[config.mk]
export PLATFORM = sky130hd
export DESIGN_NAME = fmul_seq
export DESIGN_NICKNAME = d
export VERILOG_FILES = /design/src/rtl/fmul_seq.sv
export SDC_FILE = /design/constraint.sdc
export NUM_CORES = 1
export LEC_CHECK = 0
export CAP_MARGIN = 20
export CORE_MARGIN = 1.5
export CORE_UTILIZATION = 40
export DETAILED_ROUTE_END_ITERATION = 16
export GPL_TIMING_DRIVEN = 0
export SLEW_MARGIN = 20
export SYNTH_ARGS = -nofsm -noshare
export SYNTH_HDL_FRONTEND = slang
export SYNTH_SLANG_ARGS = --single-unit
[constraint.sdc]
create_clock -name clk_i -period 7.3 [get_ports clk_i]
set_clock_uncertainty 0.2 [all_clocks]
set_input_delay 0.73 -clock clk_i [delete_from_list [all_inputs] [get_ports clk_i]]
set_output_delay 0.73 -clock clk_i [all_outputs]
set_load 0.02 [all_outputs]
[src/rtl/fmul_seq.sv]
// Iterative binary32 multiplier: radix-4 shift-add significand product over 12 cycles,
// then one normalise/round cycle. Denormal inputs flush to zero; results never go subnormal.
`timescale 1ns/1ps
module fmul_seq (
  input  logic        clk_i,
  input  logic        rst_ni,
  input  logic        req_i,
  input  logic [31:0] x_i,
  input  logic [31:0] y_i,
  output logic        busy_o,
  output logic        valid_o,
  output logic [31:0] rslt_o,
  output logic [4:0]  flag_o
);

  localparam int unsigned ITER = 12;
  localparam int unsigned BIAS = 127;

  typedef enum logic [1:0] {S_IDLE, S_ITER, S_ROUND} state_e;

  state_e      state_q, state_d;
  logic [3:0]  cnt_q, cnt_d;
  logic [31:0] x_q, x_d, y_q, y_d;
  logic [47:0] mcand_q, mcand_d;
  logic [23:0] mplier_q, mplier_d;
  logic [47:0] acc_q, acc_d;
  logic        busy_q, busy_d, valid_q, valid_d;
  logic [31:0] rslt_q, rslt_d;
  logic [4:0]  flag_q, flag_d;

  // Partial product for the current radix-4 digit of the multiplier
  logic [47:0] pp;
  always_comb begin
    unique case (mplier_q[1:0])
      2'd0:    pp = '0;
      2'd1:    pp = mcand_q;
      2'd2:    pp = mcand_q << 1;
      default: pp = mcand_q + (mcand_q << 1);
    endcase
  end

  // Operand classification on the latched operands
  logic [7:0]  ex, ey;
  logic        x_nan, y_nan, x_inf, y_inf, x_zero, y_zero, sgn, snan;
  assign ex     = x_q[30:23];
  assign ey     = y_q[30:23];
  assign x_nan  = (ex == 8'hFF) && (x_q[22:0] != '0);
  assign y_nan  = (ey == 8'hFF) && (y_q[22:0] != '0);
  assign x_inf  = (ex == 8'hFF) && (x_q[22:0] == '0);
  assign y_inf  = (ey == 8'hFF) && (y_q[22:0] == '0);
  assign x_zero = (ex == 8'h00);
  assign y_zero = (ey == 8'h00);
  assign sgn    = x_q[31] ^ y_q[31];
  assign snan   = (x_nan && !x_q[22]) || (y_nan && !y_q[22]);

  logic [22:0] mant;
  logic        g, s, inc, carry;
  logic [23:0] mant_r;
  logic [9:0]  e_pre, e_fin;
  logic [31:0] res;
  logic [4:0]  flg;

  always_comb begin
    if (acc_q[47]) begin
      mant = acc_q[46:24];
      g    = acc_q[23];
      s    = |acc_q[22:0];
    end else begin
      mant = acc_q[45:23];
      g    = acc_q[22];
      s    = |acc_q[21:0];
    end
    inc    = g & (s | mant[0]);
    mant_r = {1'b0, mant} + {23'd0, inc};
    carry  = mant_r[23];
    e_pre  = {2'b00, ex} + {2'b00, ey} - 10'(BIAS) + {9'd0, acc_q[47]};
    e_fin  = e_pre + {9'd0, carry};

    res = '0;
    flg = '0;
    if (x_nan || y_nan) begin
      res = 32'h7FC0_0000;
      flg = {snan, 4'b0000};
    end else if ((x_inf && y_zero) || (y_inf && x_zero)) begin
      res = 32'h7FC0_0000;
      flg = 5'b10000;
    end else if (x_inf || y_inf) begin
      res = {sgn, 8'hFF, 23'd0};
    end else if (x_zero || y_zero) begin
      res = {sgn, 31'd0};
    end else if ($signed(e_pre) <= 10'sd0) begin
      res = {sgn, 31'd0};
      flg = 5'b00011;
    end else if ($signed(e_fin) >= 10'sd255) begin
      res = {sgn, 8'hFF, 23'd0};
      flg = 5'b00101;
    end else begin
      res = {sgn, e_fin[7:0], mant_r[22:0]};
      flg = {4'b0000, g | s};
    end
  end

  always_comb begin
    state_d  = state_q;
    cnt_d    = cnt_q;
    x_d      = x_q;
    y_d      = y_q;
    mcand_d  = mcand_q;
    mplier_d = mplier_q;
    acc_d    = acc_q;
    busy_d   = busy_q;
    valid_d  = 1'b0;
    rslt_d   = rslt_q;
    flag_d   = flag_q;
    unique case (state_q)
      S_IDLE: begin
        if (req_i) begin
          x_d      = x_i;
          y_d      = y_i;
          mcand_d  = {24'd0, (x_i[30:23] != 8'h00), x_i[22:0]};
          mplier_d = {(y_i[30:23] != 8'h00), y_i[22:0]};
          acc_d    = '0;
          cnt_d    = 4'(ITER - 1);
          busy_d   = 1'b1;
          state_d  = S_ITER;
        end
      end
      S_ITER: begin
        acc_d    = acc_q + pp;
        mcand_d  = mcand_q << 2;
        mplier_d = mplier_q >> 2;
        if (cnt_q == 4'd0) begin
          state_d = S_ROUND;
        end else begin
          cnt_d = cnt_q - 4'd1;
        end
      end
      S_ROUND: begin
        rslt_d  = res;
        flag_d  = flg;
        valid_d = 1'b1;
        busy_d  = 1'b0;
        state_d = S_IDLE;
      end
      default: state_d = S_IDLE;
    endcase
  end

  always_ff @(posedge clk_i or negedge rst_ni) begin
    if (!rst_ni) begin
      state_q  <= S_IDLE;
      cnt_q    <= '0;
      x_q      <= '0;
      y_q      <= '0;
      mcand_q  <= '0;
      mplier_q <= '0;
      acc_q    <= '0;
      busy_q   <= 1'b0;
      valid_q  <= 1'b0;
      rslt_q   <= '0;
      flag_q   <= '0;
    end else begin
      state_q  <= state_d;
      cnt_q    <= cnt_d;
      x_q      <= x_d;
      y_q      <= y_d;
      mcand_q  <= mcand_d;
      mplier_q <= mplier_d;
      acc_q    <= acc_d;
      busy_q   <= busy_d;
      valid_q  <= valid_d;
      rslt_q   <= rslt_d;
      flag_q   <= flag_d;
    end
  end

  assign busy_o  = busy_q;
  assign valid_o = valid_q;
  assign rslt_o  = rslt_q;
  assign flag_o  = flag_q;

endmodule

Word level (Yosys, flattened, before mapping)
Cells that the tools add are included.

word-level totals
  logic and storage cells = 100
  bits in registers = 229
  bits of input ports = 67
  output and inout port bits = 39

cells by class
  magnitude comparators = 2
  bitwise gates (word level) = 4
  equality and inequality tests = 9
  reduce and logical (&&, ||, !) cells = 35
  muxes and demuxes = 31
  add/sub/neg operators = 8

operator list
  cell                                                                     count
  48-bit case mux with 2 select lines                                      2
  48-bit case mux with 3 select lines                                      1
  31-bit 2-to-1 mux                                                        4
  48-bit adder                                                             2
  48-bit 2-to-1 mux                                                        2
  32-bit 2-to-1 mux                                                        2
  24-bit case mux with 2 select lines                                      1
  23-bit logical NOT                                                       2
  23-bit nonzero test                                                      2
  23-bit by 1-bit adder with 24-bit output                                 1
  24-bit 2-to-1 mux                                                        1
  23-bit 2-to-1 mux                                                        1
  23-bit OR reduction                                                      1
  22-bit OR reduction                                                      1
  10-bit by 1-bit adder with 10-bit output                                 2
  8-bit equality test (second input constant)                              2
  8-bit logical NOT                                                        2
  8-bit nonzero test                                                       2
  3-bit 2-to-1 mux                                                         4
  10-bit by 9-bit >= comparator with 1-bit output (second input constant)  1
  10-bit by 1-bit <= comparator with 1-bit output (second input constant)  1
  5-bit 2-to-1 mux                                                         2
  9-bit by 7-bit subtractor with 10-bit output (second input constant)     1
  8-bit by 8-bit adder with 9-bit output                                   1
  21 further kinds                                                         48

Depth between registers and ports, before layout
Gate-level depths: netlist of run 1.

  depth after elaboration = 13
  mapped depth = 24
  depth with buffers taken out = 23

Worst setup path before layout of run 1
OpenSTA, ideal clock, no wires.

  path type = register to register
  start point = reg mcand_q[1]
  end point = reg acc_q[46]
  required time = 6.968 ns
  cell stages (with the launch flop) = 24
  arrival time = 4.799 ns
  slack = 2.169 ns
  library setup time = 0.132 ns
  buffers on the path = 0
  period minus slack after synthesis = 5.131 ns
  path through = dfrtp_1 > ha_1 > fa_1 > a211oi_1 > o21bai_1 > a21oi_1 > nor2b_1 > o21ai_0 > nand2_1 > a21o_1 > a21oi_1 > xor2_1 > o221ai_1 > ha_1 > a211oi_1 > o211ai_1 > a221o_1 > nor2_1 > a21oi_1 > a31oi_1 > nor3_1 > a221oi_1 > xor2_1 > o21ai_1

between the ends
  longest elaborated chain between the ends = 4

ends and longest elaborated chain
  item                                     RTL line  source
  start, declared                          24        logic [47:0] mcand_q, mcand_d;
  start signal, assigned                   167       mcand_q <= mcand_d;
  48-bit adder                             38        default: pp = mcand_q + (mcand_q << 1);
  48-bit case mux with 3 select lines (*)  34        unique case (mplier_q[1:0])
  48-bit adder (*)                         129       acc_d = acc_q + pp;
  48-bit case mux with 2 select lines (*)  115       unique case (state_q)
  end signal, assigned                     157       acc_q <= '0;
  end signal, assigned                     169       acc_q <= acc_d;
  end, declared                            26        logic [47:0] acc_q, acc_d;

Mark *: on every way between the ends. The rest lies on a longest branch, timed or not.
A chain may end at the register's enable or synchronous reset.

Worst setup path in the final report of run 1
  start point = reg mcand_q[2]
  end point = reg acc_q[47]

The elaborated chain is that of the path after synthesis.

==> impl_metrics.ini, run 1 <==
[power]
ir_drop_uv = 220
cellPowerDensity_mw_per_mm2 = 449
p_leak_nw = 8.70

[sta]
finalCritPeriodShare = 0.863
relSlewSlack = 0.408
setup-violations-final = 0
fmax_ghz = 0.159
slew_viol_final = 0
period_needed_ns = 6.30
worstMarginPinSlew_ns = 0.888
setup_tns_ns = 0
rsz0062_at_grt = false
hold_viol = 0

[logic_synthesis]
synth_nets = 2309
synth_cell_type_count = 77
synth_top_area_frac = 0.332
yosysWarnings = 0
async_reset_ff_frac = 1.00
synth-edff-count = 0
yosys.area.top_type = dfrtp_1
syn_avg_cell_area_um2 = 8.10
yosys_register_bits = 228
netlist_area_mm2 = 0.0172
yosysSeqAreaShare = 0.332
synthCells = 2125
synth_flop_cell = dfrtp_1
synthTopCellsByArea = dfrtp_1 (33%), nand2_1 (8.5%), ha_1 (8.3%)

[place]
gp_congestion = 0.919
placed_cells = 2770
hpwl_mm = 41.5
io_buffers = 104

[global_routing]
grt_pass1_wl_mm = 85.3
grtUsageTotal = 0.240
grt_pass1_vias = 15500
grt_start_max_net_pins = 90
grt_overflow_total = 0
antenna_found_initial = 1

[worst_setup_path]
crit_chain = ha_1 > a21o_1 > nand4_1 > a31oi_1 > a41oi_1 > o41ai_1 > a21oi_1 > xnor2_1 > mux2i_1 > o21ai_0 > ha_1 > clkbuf_1 > nand4_1 > nor2_1 > nand2_1 > or3_1 > o221ai_1 > o2111ai_1 > and3_1 > or4_1 > o221ai_1
crit_type = flop to flop
cp-start-kind = flop
cp_max_fo = 8
crit_arrival_ns = 6.57
cp_slowest_cell = o41ai_1
end_kind = flop
max_stage_delay_ns = 0.74
required_ns = 7.57

[cts]
cts.sinks = 228
clockBufferDepth = 3
tritoncts = done
worstSkewPairLatency_ns = 0.56
cts_setup_buffers = 0
cts_buffers = 26
htree_levels = 1
cts-root-buf = clkbuf_16
clkTransAtPathRegs_ns = 0.06

[routing]
ant_nets = 0
avgRoutedWirePerCell_um = 19.0
vias_per_cell = 5.76
via_count = 16200
drt_iter0_drc = 1423
highest_layer = met5
dr_wl_met2_mm = 24.7
route.met3.wl_mm = 2.23
drcViolationCount = 0
firstDrtPassIters = 5
wl_met1_mm = 25.4
wl_mm = 53.5

[layout]
final_cells = 2817
layout-drive-gt1-share = 0.0325
syn_to_final_growth_pct = 15.2
nNetsFinal = 2444
antennaDiodeCount = 0

[floorplanning]
start_util = 0.407
die_w_um = 210
rows = 75
io_pins = 106
coreArea_mm2 = 0.0422
die_area_mm2 = 0.0443
die_h_um = 210

[run_status]
status = completed

[job]
maxCapViolCount = 0

[worst_hold_path]
hp-class = flop to flop
per-stage QoR:
stage | hold slack (ns) | total power [mW] | cell area [µm²] | setup WS, ns | util
detailed placement | 0.264 | 7.54 | 19000 | 1.08 | 0.449
finish | 0.274 | 8.89 | 19800 | 0.998 | 0.469
global route | 0.293 | 9.63 | 19800 | 0.687 | 0.469
CTS | 0.278 | 8.88 | 19800 | 1.04 | 0.469
global placement | 0.258 | 7.44 | 18900 | -4.78 | 0.448
floorplan | 0.234 | 5.97 | 17200 | 2.17 | -
registers in the layout, summed over array words and instances (netlist names):
| register | count |
|---|---|
| busy_o | 1 |
| flag_o | 4 |
| acc_q | 48 |
| valid_o | 1 |
| cnt_q | 4 |
| mplier_q | 24 |
| rslt_o | 32 |
| x_q | 32 |
| state_q | 2 |
| mcand_q | 48 |
| y_q | 32 |
synthesized netlist by cell type, types with 7 or more instances:
master    number
xnor2_1       70
a21oi_1      199
a211oi_1      11
nor2_1        81
o21ai_1       41
nor3_1        18
nand2_1      391
o21a_1         9
o22ai_1        7
and3_1        14
a22oi_1       46
buf_1         12
xor2_1        54
and2_1        10
o21ai_0      160
a21o_1        58
o21bai_1      17
dfrtp_1      228
ha_1         114
o221ai_1      12
a22o_1        57
nand2b_1      19
nand4_1       33
nor2b_1       66
o31ai_1        9
mux2i_1       33
a31oi_1       17
nor4_1        28
nand3_1       39
inv_1         55
clkbuf_1     103
o211ai_1       7
cell families after synthesis:
family	synth area share
AO/OA/AOI/OAI	0.258
XOR/XNOR	0.0644
adder cells (fa/ha/maj)	0.0864
buffers and inverters	0.0412
flip-flops	0.332
multiplexers	0.0212
other	0.000218
AND/OR/NAND/NOR	0.197
per-layer routing:
metal	up-vias	GRT usage
li1	7934	-
met1	7844	0.340
met2	374	0.395
met3	67	0.0249
met4	2	0.0507
met5	-	0
critical path: cells and delay by family, from the launching register on:
family          cells  cell delay, ns
fa+ha+maj           2            0.51
mux                 1            0.10
compound gates      9            2.78
buf+inv             1            0.28
flops               1            0.49
simple gates        7            1.60
xor+xnor            1            0.23
worst paths after layout:
check / start / to / slack, ns / cells past startpoint
min reg2reg: y_q[8] / y_q[8] / 0.27 / 2
min in group asynchronous: rst_ni / rslt_o[20] / 0.52 / 2
max in group asynchronous: rst_ni / mcand_q[15] / 5.16 / 4
max reg2reg: mcand_q[2] / acc_q[47] / 1.0 / 21
max: mcand_q[2] / acc_q[47] / 1.0 / 21
min: y_q[8] / y_q[8] / 0.27 / 2
cell type report:
class                           instances  area (µm²)
Buffer                                126         499
Clock buffer                           36         738
Clock inverter                         10        92.6
Fill cell                            4210       22400
Inverter                               56         210
Multi-Input combinational cell       1715       10800
Sequential cell                       228        5710
Tap cell                              539         674
Timing Repair Buffer                  107        1110
placed cells by master, fill, tap and decap left out, types with 66 or more instances in the layout:
cell	n
nand2_1	391
clkdlybuf4s50_1	103
o21ai_0	160
nor2b_1	66
dfrtp_1	228
a21oi_1	199
ha_1	114
clkbuf_1	108
xnor2_1	70
nor2_1	81
what timing repair did:
item / in CTS / in global routing
hold buffers: 1 / 0
resized for setup: 0 / 0
endpoints found under the hold margin: 66 / 0
power by group:
part / leakage, nW / switching [mW] / internal [mW] / total (mW)
Clock: 0.411 / 0.567 / 0.741 / 1.31
Combinational: 5.34 / 3.14 / 2.00 / 5.14
Sequential: 2.95 / 0.628 / 1.82 / 2.45
Total: 8.70 / 4.33 / 4.56 / 8.89
Note: power is estimated with default switching activity, not from simulation.
==> run 2, diff against run 1 <==
--- a/config.mk
+++ b/config.mk
@@ -6,10 +6,11 @@
 export NUM_CORES = 1
 export LEC_CHECK = 0
 export CAP_MARGIN = 20
-export CORE_MARGIN = 1.5
+export CORE_MARGIN = 10
 export CORE_UTILIZATION = 40
 export DETAILED_ROUTE_END_ITERATION = 16
 export GPL_TIMING_DRIVEN = 0
+export PLACE_DENSITY = 0.63
 export SLEW_MARGIN = 20
 export SYNTH_ARGS = -nofsm -noshare
 export SYNTH_HDL_FRONTEND = slang
==> run 2 against run 1 <==
Hold slack improved by 0.0024 ns. Global-route usage fell by 3.2 points. First-iteration DRC count fell by 5.5%. Final cell count rose by 0.11%. Core utilization rose by 0.21 points. Wire length rose by 2.0%. Register-to-register slack got worse by 0.15 ns.
==> impl_metrics.ini, run 2 (synthesis results as in run 1) <==
[place]
hpwl_mm = 42.4
gp_congestion = 0.932
pre_cts_ws_ns = 1.02
io_buffers = 104
placed_cells = 2770
placed_area_mm2 = 0.0190

[power]
ir_drop_uv = 198
p_leak_nw = 8.74
cellPowerDensity_mw_per_mm2 = 452
p_int_mw = 4.65
seq_power_share = 0.272
comb_power_share = 0.573
finalPower_mw = 9.00
switching_power_mw = 4.36
clkPwrFrac = 0.155
swShare = 0.484

[floorplanning]
rows = 75
die_w_um = 227
die_h_um = 227
coreArea_mm2 = 0.0422
die_area_mm2 = 0.0517
start_util = 0.407
io_pins = 106

[routing]
drt_iter0_drc = 1345
drcViolationCount = 0
vias_per_cell = 5.83
wl_mm = 54.6
firstDrtPassIters = 7
avgRoutedWirePerCell_um = 19.4
via_count = 16400
ant_nets = 0

[sta]
relSlewSlack = 0.302
setup-violations-final = 0
finalCritPeriodShare = 0.884
fmax_ghz = 0.155
rsz0062_at_grt = false
worstMarginPinSlew_ns = 1.05
setup_ws_ns = 0.845
hold_viol = 0
period_needed_ns = 6.46
slew_viol_final = 0

[cts]
htree_levels = 1
cts_buffers = 27
cts-root-buf = clkbuf_16
cts_resized = 0
clockBufferDepth = 3
clkTransAtPathRegs_ns = 0.06
tritoncts = done
cts.sinks = 228
worstSkewPairLatency_ns = 0.57

[run_status]
status = completed

[layout]
final_cell_mix = nand2_1 (391), dfrtp_1 (228), a21oi_1 (199)
antennaDiodeCount = 0
layout-drive-gt1-share = 0.0338
syn_to_final_growth_pct = 15.7
final_util = 0.471
fin_area_mm2 = 0.0199
final_cells = 2820
mostFrequentLayoutCell = nand2_1
top_regs = acc_q x48, mcand_q x48
nNetsFinal = 2445

[job]
maxCapViolCount = 0

[worst_setup_path]
crit_arrival_ns = 6.73
end_kind = flop
crit_type = flop to flop
cp-start-kind = flop
regToRegEndpoint = acc_q[47]
required_ns = 7.57
r2r_slack_ns = 0.84
cp_max_fo = 8
reg2reg_depth = 21
crit_end = acc_q[47]
timing.rr.start = mcand_q[1]
cp-startpoint = mcand_q[1]

[global_routing]
grtUsageTotal = 0.207
grt_start_max_net_pins = 91
antenna_found_initial = 0
grt_pass1_wl_mm = 86.8
grt_pass1_vias = 16100
grt_overflow_total = 0

[worst_hold_path]
hp-class = flop to flop
hp-start = x_q[18]
==> run 2: metrics by stage <==
stage | TNS, ns | hold WS, ns
after floorplan | 0 | 0.234
after global placement | -1061.70 | 0.260
after detailed placement | 0 | 0.264
after CTS | 0 | 0.279
after global routing | 0 | 0.300
final | 0 | 0.276
==> run 2: layer usage <==
layer,track usage,up-vias,part of all wire
met5,0,-,0
met4,0.0499,0,0.023
met3,0.0323,69,0.056
met2,0.352,469,0.48
met1,0.272,7971,0.45
li1,-,7924,-
==> run 2: what timing repair did <==
action                    in CTS  in global routing
setup buffers                  0                  0
hold endpoints to repair      51                  0
hold buffers                   1                  0
==> run 2: how the worst min path moves through the flow <==
stage	slack [ns]	end	cells after the start
after CTS	0.28	y_q[5]	2
after detailed placement	0.26	x_q[18]	2
final	0.28	x_q[18]	2
after global routing	0.30	busy_o	2
after global placement	0.26	y_q[2]	2
after floorplan	0.23	acc_q[0]	0
==> run 2: cell type report <==
class / instances / area (µm²)
fill: 4124 / 22300
multi-input combinational: 1715 / 10800
sequential: 228 / 5710
timing repair buffer: 107 / 1110
clock buffer: 39 / 791
tap: 539 / 674
buffer: 126 / 499
inverter: 56 / 210
clock inverter: 10 / 128
==> run 2: worst max-delay path, stage by stage, from the launching register on <==
cell and delay [ns]:
dfrtp_1 0.49, ha_1 0.33, a21o_1 0.12, nand4_1 0.14, a31oi_1 0.33, a41oi_1 0.37
o41ai_1 0.76, a21oi_1 0.17, xnor2_1 0.21, mux2i_1 0.10, o21ai_0 0.41, ha_1 0.18
clkbuf_1 0.30, nand4_1 0.14, nor2_1 0.16, nand2_1 0.10, or3_1 0.36, o221ai_1 0.51
o2111ai_1 0.19, and3_1 0.22, or4_1 0.47, o221ai_1 0.08
==> run 2: power groups by stage <==
stage               combinational (mW)  clock (mW)  sequential (mW)
floorplan                         3.66           0             2.31
global placement                  5.00           0             2.44
detailed placement                5.10           0             2.45
CTS                               5.13        1.43             2.43
global route                      5.73        1.48             2.51
finish                            5.16        1.40             2.45
==> run 3, diff against run 2 <==
--- a/config.mk
+++ b/config.mk
@@ -15,3 +15,4 @@
 export SYNTH_ARGS = -nofsm -noshare
 export SYNTH_HDL_FRONTEND = slang
 export SYNTH_SLANG_ARGS = --single-unit
+export TNS_END_PERCENT = 50
==> results of run 3 <==
Final layout, timing and power as in run 2 (identical DEF).
